## src/rtl/key_press_classifier_if.sv

```systemverilog
// Key/event bundle between a key source and the press classifier.
// The classifier takes the slave side; whoever drives the key takes the master side.
interface key_press_classifier_if;
  logic       key_level;
  logic       short_pulse;
  logic       long_pulse;
  logic       double_pulse;
  logic [7:0] press_cnt;
  logic       busy;

  modport master (
    output key_level,
    input  short_pulse,
    input  long_pulse,
    input  double_pulse,
    input  press_cnt,
    input  busy
  );

  modport slave (
    input  key_level,
    output short_pulse,
    output long_pulse,
    output double_pulse,
    output press_cnt,
    output busy
  );
endinterface

```

## src/rtl/key_press_classifier.sv

```systemverilog
// Classifies a debounced key into short, long and double presses and keeps a
// running press score. All outputs are registered.
module key_press_classifier #(
  parameter int LONG_MS    = 1000,
  parameter int DBL_GAP_MS = 300,
  parameter int CNT_W      = 11
) (
  input  logic                  clk_out,
  input  logic                  timer_rst,
  key_press_classifier_if.slave kp
);

  typedef enum logic [2:0] {
    IDLE,
    PRESS1,
    WAIT2,
    PRESS2,
    LONG_HOLD
  } state_t;

  localparam logic [CNT_W-1:0] LONG_LAST = CNT_W'(LONG_MS - 1);
  localparam logic [CNT_W-1:0] GAP_LAST  = CNT_W'(DBL_GAP_MS - 1);
  localparam logic [CNT_W-1:0] CNT_ONE   = CNT_W'(1);

  state_t           state;
  state_t           next_state;
  logic [CNT_W-1:0] cnt;
  logic             short_evt;
  logic             long_evt;
  logic             double_evt;
  logic             short_q;
  logic             long_q;
  logic             double_q;
  logic             busy_q;
  logic [7:0]       press_cnt_q;

  // A key press during the last gap cycle still wins over the short timeout.
  always_comb begin
    next_state = state;
    short_evt  = 1'b0;
    long_evt   = 1'b0;
    double_evt = 1'b0;
    case (state)
      IDLE: begin
        if (kp.key_level) next_state = PRESS1;
      end
      PRESS1: begin
        if (!kp.key_level) begin
          next_state = WAIT2;
        end else if (cnt == LONG_LAST) begin
          next_state = LONG_HOLD;
          long_evt   = 1'b1;
        end
      end
      WAIT2: begin
        if (kp.key_level) begin
          next_state = PRESS2;
        end else if (cnt == GAP_LAST) begin
          next_state = IDLE;
          short_evt  = 1'b1;
        end
      end
      PRESS2: begin
        if (!kp.key_level) begin
          next_state = IDLE;
          double_evt = 1'b1;
        end else if (cnt == LONG_LAST) begin
          next_state = LONG_HOLD;
          double_evt = 1'b1;
        end
      end
      LONG_HOLD: begin
        if (!kp.key_level) next_state = IDLE;
      end
      default: next_state = IDLE;
    endcase
  end

  // Counter restarts on each state change; busy tracks the state being loaded.
  always_ff @(posedge clk_out or posedge timer_rst) begin
    if (timer_rst) begin
      state       <= IDLE;
      cnt         <= '0;
      short_q     <= 1'b0;
      long_q      <= 1'b0;
      double_q    <= 1'b0;
      busy_q      <= 1'b0;
      press_cnt_q <= 8'd0;
    end else begin
      state    <= next_state;
      short_q  <= short_evt;
      long_q   <= long_evt;
      double_q <= double_evt;
      busy_q   <= (next_state != IDLE);
      if (next_state != state) begin
        cnt <= '0;
      end else if (cnt != '1) begin
        cnt <= cnt + CNT_ONE;
      end
      if (long_evt) begin
        press_cnt_q <= 8'd0;
      end else if (double_evt) begin
        press_cnt_q <= press_cnt_q + 8'd2;
      end else if (short_evt) begin
        press_cnt_q <= press_cnt_q + 8'd1;
      end
    end
  end

  assign kp.short_pulse  = short_q;
  assign kp.long_pulse   = long_q;
  assign kp.double_pulse = double_q;
  assign kp.busy         = busy_q;
  assign kp.press_cnt    = press_cnt_q;

endmodule

```

## src/flat_wrapper.sv

```systemverilog
// flat-port wrapper written by rule: the top's interface ports become plain ports
module key_press_classifier_flat 
#(
  parameter int LONG_MS    = 1000,
  parameter int DBL_GAP_MS = 300,
  parameter int CNT_W      = 11
)
  (clk_out, timer_rst, kp_key_level, kp_short_pulse, kp_long_pulse, kp_double_pulse, kp_press_cnt, kp_busy);
  key_press_classifier_if kp_i ();
  input  logic clk_out;
  input  logic timer_rst;
  input wire logic [$bits(kp_i.key_level)-1:0] kp_key_level;
  output wire logic [$bits(kp_i.short_pulse)-1:0] kp_short_pulse;
  output wire logic [$bits(kp_i.long_pulse)-1:0] kp_long_pulse;
  output wire logic [$bits(kp_i.double_pulse)-1:0] kp_double_pulse;
  output wire logic [$bits(kp_i.press_cnt)-1:0] kp_press_cnt;
  output wire logic [$bits(kp_i.busy)-1:0] kp_busy;
  assign kp_i.key_level = kp_key_level;
  assign kp_short_pulse = kp_i.short_pulse;
  assign kp_long_pulse = kp_i.long_pulse;
  assign kp_double_pulse = kp_i.double_pulse;
  assign kp_press_cnt = kp_i.press_cnt;
  assign kp_busy = kp_i.busy;
  key_press_classifier #(.LONG_MS(LONG_MS), .DBL_GAP_MS(DBL_GAP_MS), .CNT_W(CNT_W)) u_core (.clk_out(clk_out), .timer_rst(timer_rst), .kp(kp_i));
endmodule
```

## config.mk

```make
export PLATFORM = sky130hd
export DESIGN_NAME = key_press_classifier_flat
export DESIGN_NICKNAME = d
export VERILOG_FILES = /design/src/rtl/key_press_classifier_if.sv /design/src/rtl/key_press_classifier.sv /design/src/flat_wrapper.sv
export SDC_FILE = /design/constraint.sdc
export NUM_CORES = 1
export LEC_CHECK = 0
export CAP_MARGIN = 20
export CORE_MARGIN = 2
export CORE_UTILIZATION = 55
export DETAILED_ROUTE_END_ITERATION = 7
export MAX_ROUTING_LAYER = met4
export PLACE_DENSITY = 0.87
export SYNTH_ARGS = -nofsm -noshare
export SYNTH_HDL_FRONTEND = slang
export SYNTH_SLANG_ARGS = --single-unit
```

## constraint.sdc

```tcl
create_clock -name clk_out -period 5.42 [get_ports clk_out]
set_input_delay 0.542 -clock clk_out [delete_from_list [all_inputs] [get_ports clk_out]]
set_output_delay 0.542 -clock clk_out [all_outputs]
set_load 0.02 [all_outputs]
```

After elaboration in Yosys (flattened, before gate mapping):

Index checks and enable logic that the tools add are counted.

* add/subtract/negate cells: 3
* equality and inequality tests: 8
* multiplexer cells: 21
* reduce and logical (&&, ||, !) cells: 4

Operators by type and width (number)
* 8-bit 2-to-1 mux: 3
* 11-bit 2-to-1 mux: 2
* 3-bit 2-to-1 mux: 7
* 3-bit case mux with 5 select lines: 1
* 11-bit by 1-bit adder with 11-bit output, second input constant: 1
* 11-bit by 10-bit == test with 1-bit output, second input constant: 1
* 11-bit by 9-bit == test with 1-bit output, second input constant: 1
* 11-bit != test, second input constant: 1
* 8-bit by 1-bit adder with 8-bit output, second input constant: 1
* 8-bit by 2-bit adder with 8-bit output, second input constant: 1
* 1-bit 2-to-1 mux: 8
* 3-bit by 2-bit == test with 1-bit output, second input constant: 2
* 3-bit nonzero test: 2
* 3-bit by 1-bit == test with 1-bit output, second input constant: 1
* 3-bit == test, second input constant: 1
* 3-bit logical NOT: 1
* 3-bit != test: 1
* 2-bit nonzero test: 1

* bits in registers: 26
* input bits: 3
* output and inout port bits: 12
* logic and storage cells: 43

Logic depth before layout (Yosys ltp):

* depth in word-level cells: 7
* gate-level depth with buffers: 7
* gate-level depth less buffers: 7

Worst setup path after synthesis:

Ideal clock, no wire load.

* path type: register -> register
* start: reg u_core.cnt[0]
* end: reg u_core.press_cnt_q[7] (netlist: u_core.kp.press_cnt[7])
* setup time: 73 ps
* data arrival time: 2021 ps
* data required time: 5347 ps
* slack: 3326 ps
* cell stages (with the launch flop): 7
* path buffers: 0
* period minus slack after synthesis: 2094 ps
* cell sequence: dfrtp_1 ha_1 or4b_1 nor4_4 a22oi_2 or4_4 a21oi_2

* cells in the longest elaborated chain, start to end: 6
* elaborated cells on any way between the ends: 13
* those cells by class: eq/ne (2); mux (10); reduce/logical (1)

Ends and longest elaborated chain
* start, declared: RTL line key_press_classifier.sv:27 `logic [CNT_W-1:0] cnt;`
* start signal, assigned: RTL line key_press_classifier.sv:98 `cnt <= cnt + CNT_ONE;`
* 11-bit by 10-bit == test with 1-bit output: RTL line key_press_classifier.sv:50, key_press_classifier.sv:67
* 1-bit 2-to-1 mux: RTL line key_press_classifier.sv:50, key_press_classifier.sv:67
* 1-bit 2-to-1 mux: RTL line key_press_classifier.sv:64 `if (!kp.key_level) begin`
* 1-bit 2-to-1 mux: RTL line key_press_classifier.sv:43 `case (state)`
* 8-bit 2-to-1 mux: RTL line key_press_classifier.sv:102 `end else if (double_evt) begin`
* 8-bit 2-to-1 mux: RTL line key_press_classifier.sv:100 `if (long_evt) begin`
* end signal, assigned: RTL line key_press_classifier.sv:103 `press_cnt_q <= press_cnt_q + 8'd2;`
* end signal, assigned: RTL line key_press_classifier.sv:105 `press_cnt_q <= press_cnt_q + 8'd1;`
* end, declared: RTL line key_press_classifier.sv:35 `logic [7:0] press_cnt_q;`

Several ways; a longest one is shown, not always the timed one.
A chain may end at the register's enable or synchronous reset.

Final worst setup path:

* start: in kp_key_level
* end: reg u_core.press_cnt_q[7] (netlist: u_core.kp.press_cnt[7])

* cells in the longest elaborated chain, start to end: 4
* elaborated cells on any way between the ends: 9
* those cells by class: mux (8); reduce/logical (1)

Ends and longest elaborated chain
* start, declared: RTL line flat_wrapper.sv:12 `input wire logic [$bits(kp_i.key_level)-1:0] kp_key_level;`
* 1-bit 2-to-1 mux: RTL line key_press_classifier.sv:64
* 1-bit 2-to-1 mux: RTL line key_press_classifier.sv:43
* 8-bit 2-to-1 mux: RTL line key_press_classifier.sv:102
* 8-bit 2-to-1 mux: RTL line key_press_classifier.sv:100

Several ways; a longest one is shown, not always the timed one.

==> results.yml <==
outcome:
  outcome: "completed"
synth:
  synth_area_um2: 1410
  netlist_instances: 146
  syn_area_per_cell_um2: 9.65
  synth.distinct_cells: 43
  synth_top_area_share: 0.462
  synth_nets: 152
  synth-main-ff-cell: "dfrtp_1"
  ys_seq_area_frac: 0.462
  async_reset_ff_frac: 1.00
  synth.area.top_cells: "dfrtp_1 46%, a21oi_1 4.6%, nor2_1 3.5%"
  synth_warnings: 0
  synth-edff-count: 0
  synth-seq-cells: 26
  synth_top_area_cell: "dfrtp_1"
setup_path:
  worstSetupEndpointType: "register"
  cp-start-kind: "input pin"
  cpMaxStageDelayCell: "clkdlybuf4s50_1"
  path_depth: 6
  critPathMaxStageDelay_ns: 0.59
  crit_family: "simple AND/OR/NAND/NOR gates"
  critPathMaxFanout: 11
  reg2reg_depth: 6
  path_cells: "clkdlybuf4s50_1 -> nand4bb_1 -> nor4_4 -> a22oi_2 -> or4_4 -> a21oi_2"
  critical_path_class: "input pin to register"
  critPathRequiredTime_ns: 5.67
  crit_buf_inv: 1
  cp.arrival_ns: 2.63
pwr:
  ir_drop_uv: 166
  seq_power_share: 0.553
  p_int_uw: 293
  swShare: 0.333
  p_sw_uw: 146
  p_per_area_nw_per_um2: 276
  leakage_uw: 0.000678
  pwr-share-comb: 0.259
  clkPwrFrac: 0.188
detailed_routing:
  drtIter0Drc: 29
  wl_um: 2820
  first_pass_iters: 4
  viasPerCell: 5.91
  vias: 1117
  drc: 0
  antenna_left: 0
  route.detailed.wl_per_inst_um: 14.9
cells_and_area:
  final_common_cell: "dfrtp_1"
  final_cell_mix: "26 x dfrtp_1, 14 x clkdlybuf4s50_1, 13 x nor2_1, 13 x a21oi_1, 11 x nand2_1"
  stdcell_count: 189
  final_nets: 167
  antenna_cells: 0
  drive_above_1_share: 0.0755
  area_delta_synth_final_pct: 13.0
worst_hold_path:
  hold_depth: 1
  hold_path.class: "register to register"
global_route:
  globalRouteTotalUtil: 0.224
  grt_overflow: 0
  grt_pass1_vias: 1087
  grt_max_degree: 27
  antenna_found_initial: 0
  grt_pass1_wl_um: 4710
placed_design:
  gp_congestion: 0.824
  placed_cells: 186
  numPortBuffers: 14
  hpwlAfterDp_um: 2130
timing:
  drv_slew: 0
  relSlewSlack: 0.363
  hold_viol_final: 0
  worst_pin_slew_ns: 0.955
  fin_tns_setup_ns: 0
  rsz0062_at_grt: "false"
  period_needed_ns: 2.37
  setup_viol: 0
  period_share: 0.438
  max_clock_freq_mhz: 421
  fin_skew_ns: 0.00149
clock_tree:
  cts_resized: 0
  path_clk_slew_ns: 0.14
  clk_latency_ns: 0.32
  cts_tree: "yes"
  cts_hold_buf: 0
  cts_buffer_depth: 2
  cts.sinks: 26
  numCtsBuffers: 3
  cts_setup_buffers: 0
  cts-root-buf: "clkbuf_4"
  cts_max_level: 1
floorplan:
  die_h_um: 54.6
  die_area_um2: 2980
  std_cell_rows: 18
  ioPinCount: 15
  core-area_um2: 2450
  die_w_um: 54.6
  initial_core_util: 0.574
job:
  max_cap_violations: 0
stage by stage:
step | hold WS [ns] | area [µm²] | util | worst slack, ns | power, µW
2_1_floorplan | 0.504 | 1410 | - | 3.33 | 311
3_3_place_gp | 0.537 | 1570 | 0.639 | 2.80 | 354
3_5_place_dp | 0.550 | 1570 | 0.639 | 2.71 | 360
4_1_cts | 0.569 | 1590 | 0.648 | 3.05 | 441
5_1_grt | 0.598 | 1590 | 0.648 | 2.91 | 462
6_report | 0.566 | 1590 | 0.648 | 3.05 | 439
layer usage:
layer  wire, µm  share of wire  GRT usage  vias up
met3        101          0.036     0.0246        2
met2       1480           0.52      0.401       24
li1           -              -          -      556
met5          0              0          -        -
met4         15         0.0053     0.0750        0
met1       1220           0.43      0.259      535
cells in the mapped netlist (2+ instances only):
| library cell | instances |
|---|---|
| a211oi_1 | 3 |
| a21oi_1 | 13 |
| a31oi_1 | 2 |
| and2_1 | 4 |
| and3_1 | 4 |
| and4_1 | 2 |
| buf_2 | 2 |
| clkbuf_1 | 2 |
| dfrtp_1 | 26 |
| ha_1 | 3 |
| inv_1 | 6 |
| nand2_1 | 11 |
| nand3_1 | 5 |
| nand3b_1 | 2 |
| nand4_1 | 3 |
| nor2_1 | 13 |
| nor2b_1 | 2 |
| nor3_1 | 4 |
| o21ai_0 | 4 |
| o31ai_1 | 2 |
| or3_1 | 5 |
| or3b_4 | 2 |
| xnor2_1 | 4 |
| xor2_1 | 3 |
worst register-to-register path, cell delays in order, from the launching register on:
cell and delay [ns]:
dfrtp_1 0.41, ha_1 0.28, or4b_1 0.52, or3_1 0.38, a21oi_1 0.15, o22a_1 0.38
nor3_1 0.12
cells by family (layout without fill, tap and decap cells):
family          count (synthesis)  in the layout  synth area share
compound gates                 34             34             0.163
buf+inv                        11             24            0.0311
flops                          26             26             0.462
mux                             1              1           0.00711
simple gates                   64             64             0.267
xor+xnor                        7              7            0.0435
fa+ha+maj                       3              3            0.0266
cell type report:
| cell class | instances | area (µm²) |
|---|---|---|
| repair buffers | 14 | 140 |
| fillers | 203 | 863 |
| multi-input cells | 109 | 714 |
| clock buffers | 3 | 22.5 |
| well taps | 30 | 37.5 |
| inverters | 7 | 26.3 |
| flip-flops and latches | 26 | 651 |
sequential cells by signal (all words and copies together), names as in the netlist:
name and count:
u_core.cnt 11, u_core.kp.press_cnt 8, u_core.state 3, u_core.kp.long_pulse 1, u_core.kp.double_pulse 1, u_core.kp.short_pulse 1
u_core.kp.busy 1
final timing paths:
kind	start	to	slack [ns]
worst max-delay path	kp_key_level	u_core.kp.press_cnt[7]	3.05
worst min-delay path	u_core.state[0]	u_core.state[0]	0.57
worst max register to register	u_core.cnt[0]	u_core.cnt[4]	3.08
worst min register to register	u_core.state[0]	u_core.state[0]	0.57
max in group asynchronous	timer_rst	u_core.cnt[3]	4.12
min in group asynchronous	timer_rst	u_core.cnt[5]	0.72
power by group through the flow:
stage	clock, µW	sequential [µW]	combinational, µW
after floorplan	0	258	52.9
after global placement	0	244	110
after detailed placement	0	246	114
after CTS	84.3	242	115
after global routing	90.1	246	126
final	82.7	243	114
Power figures use the tool's default switching activity.
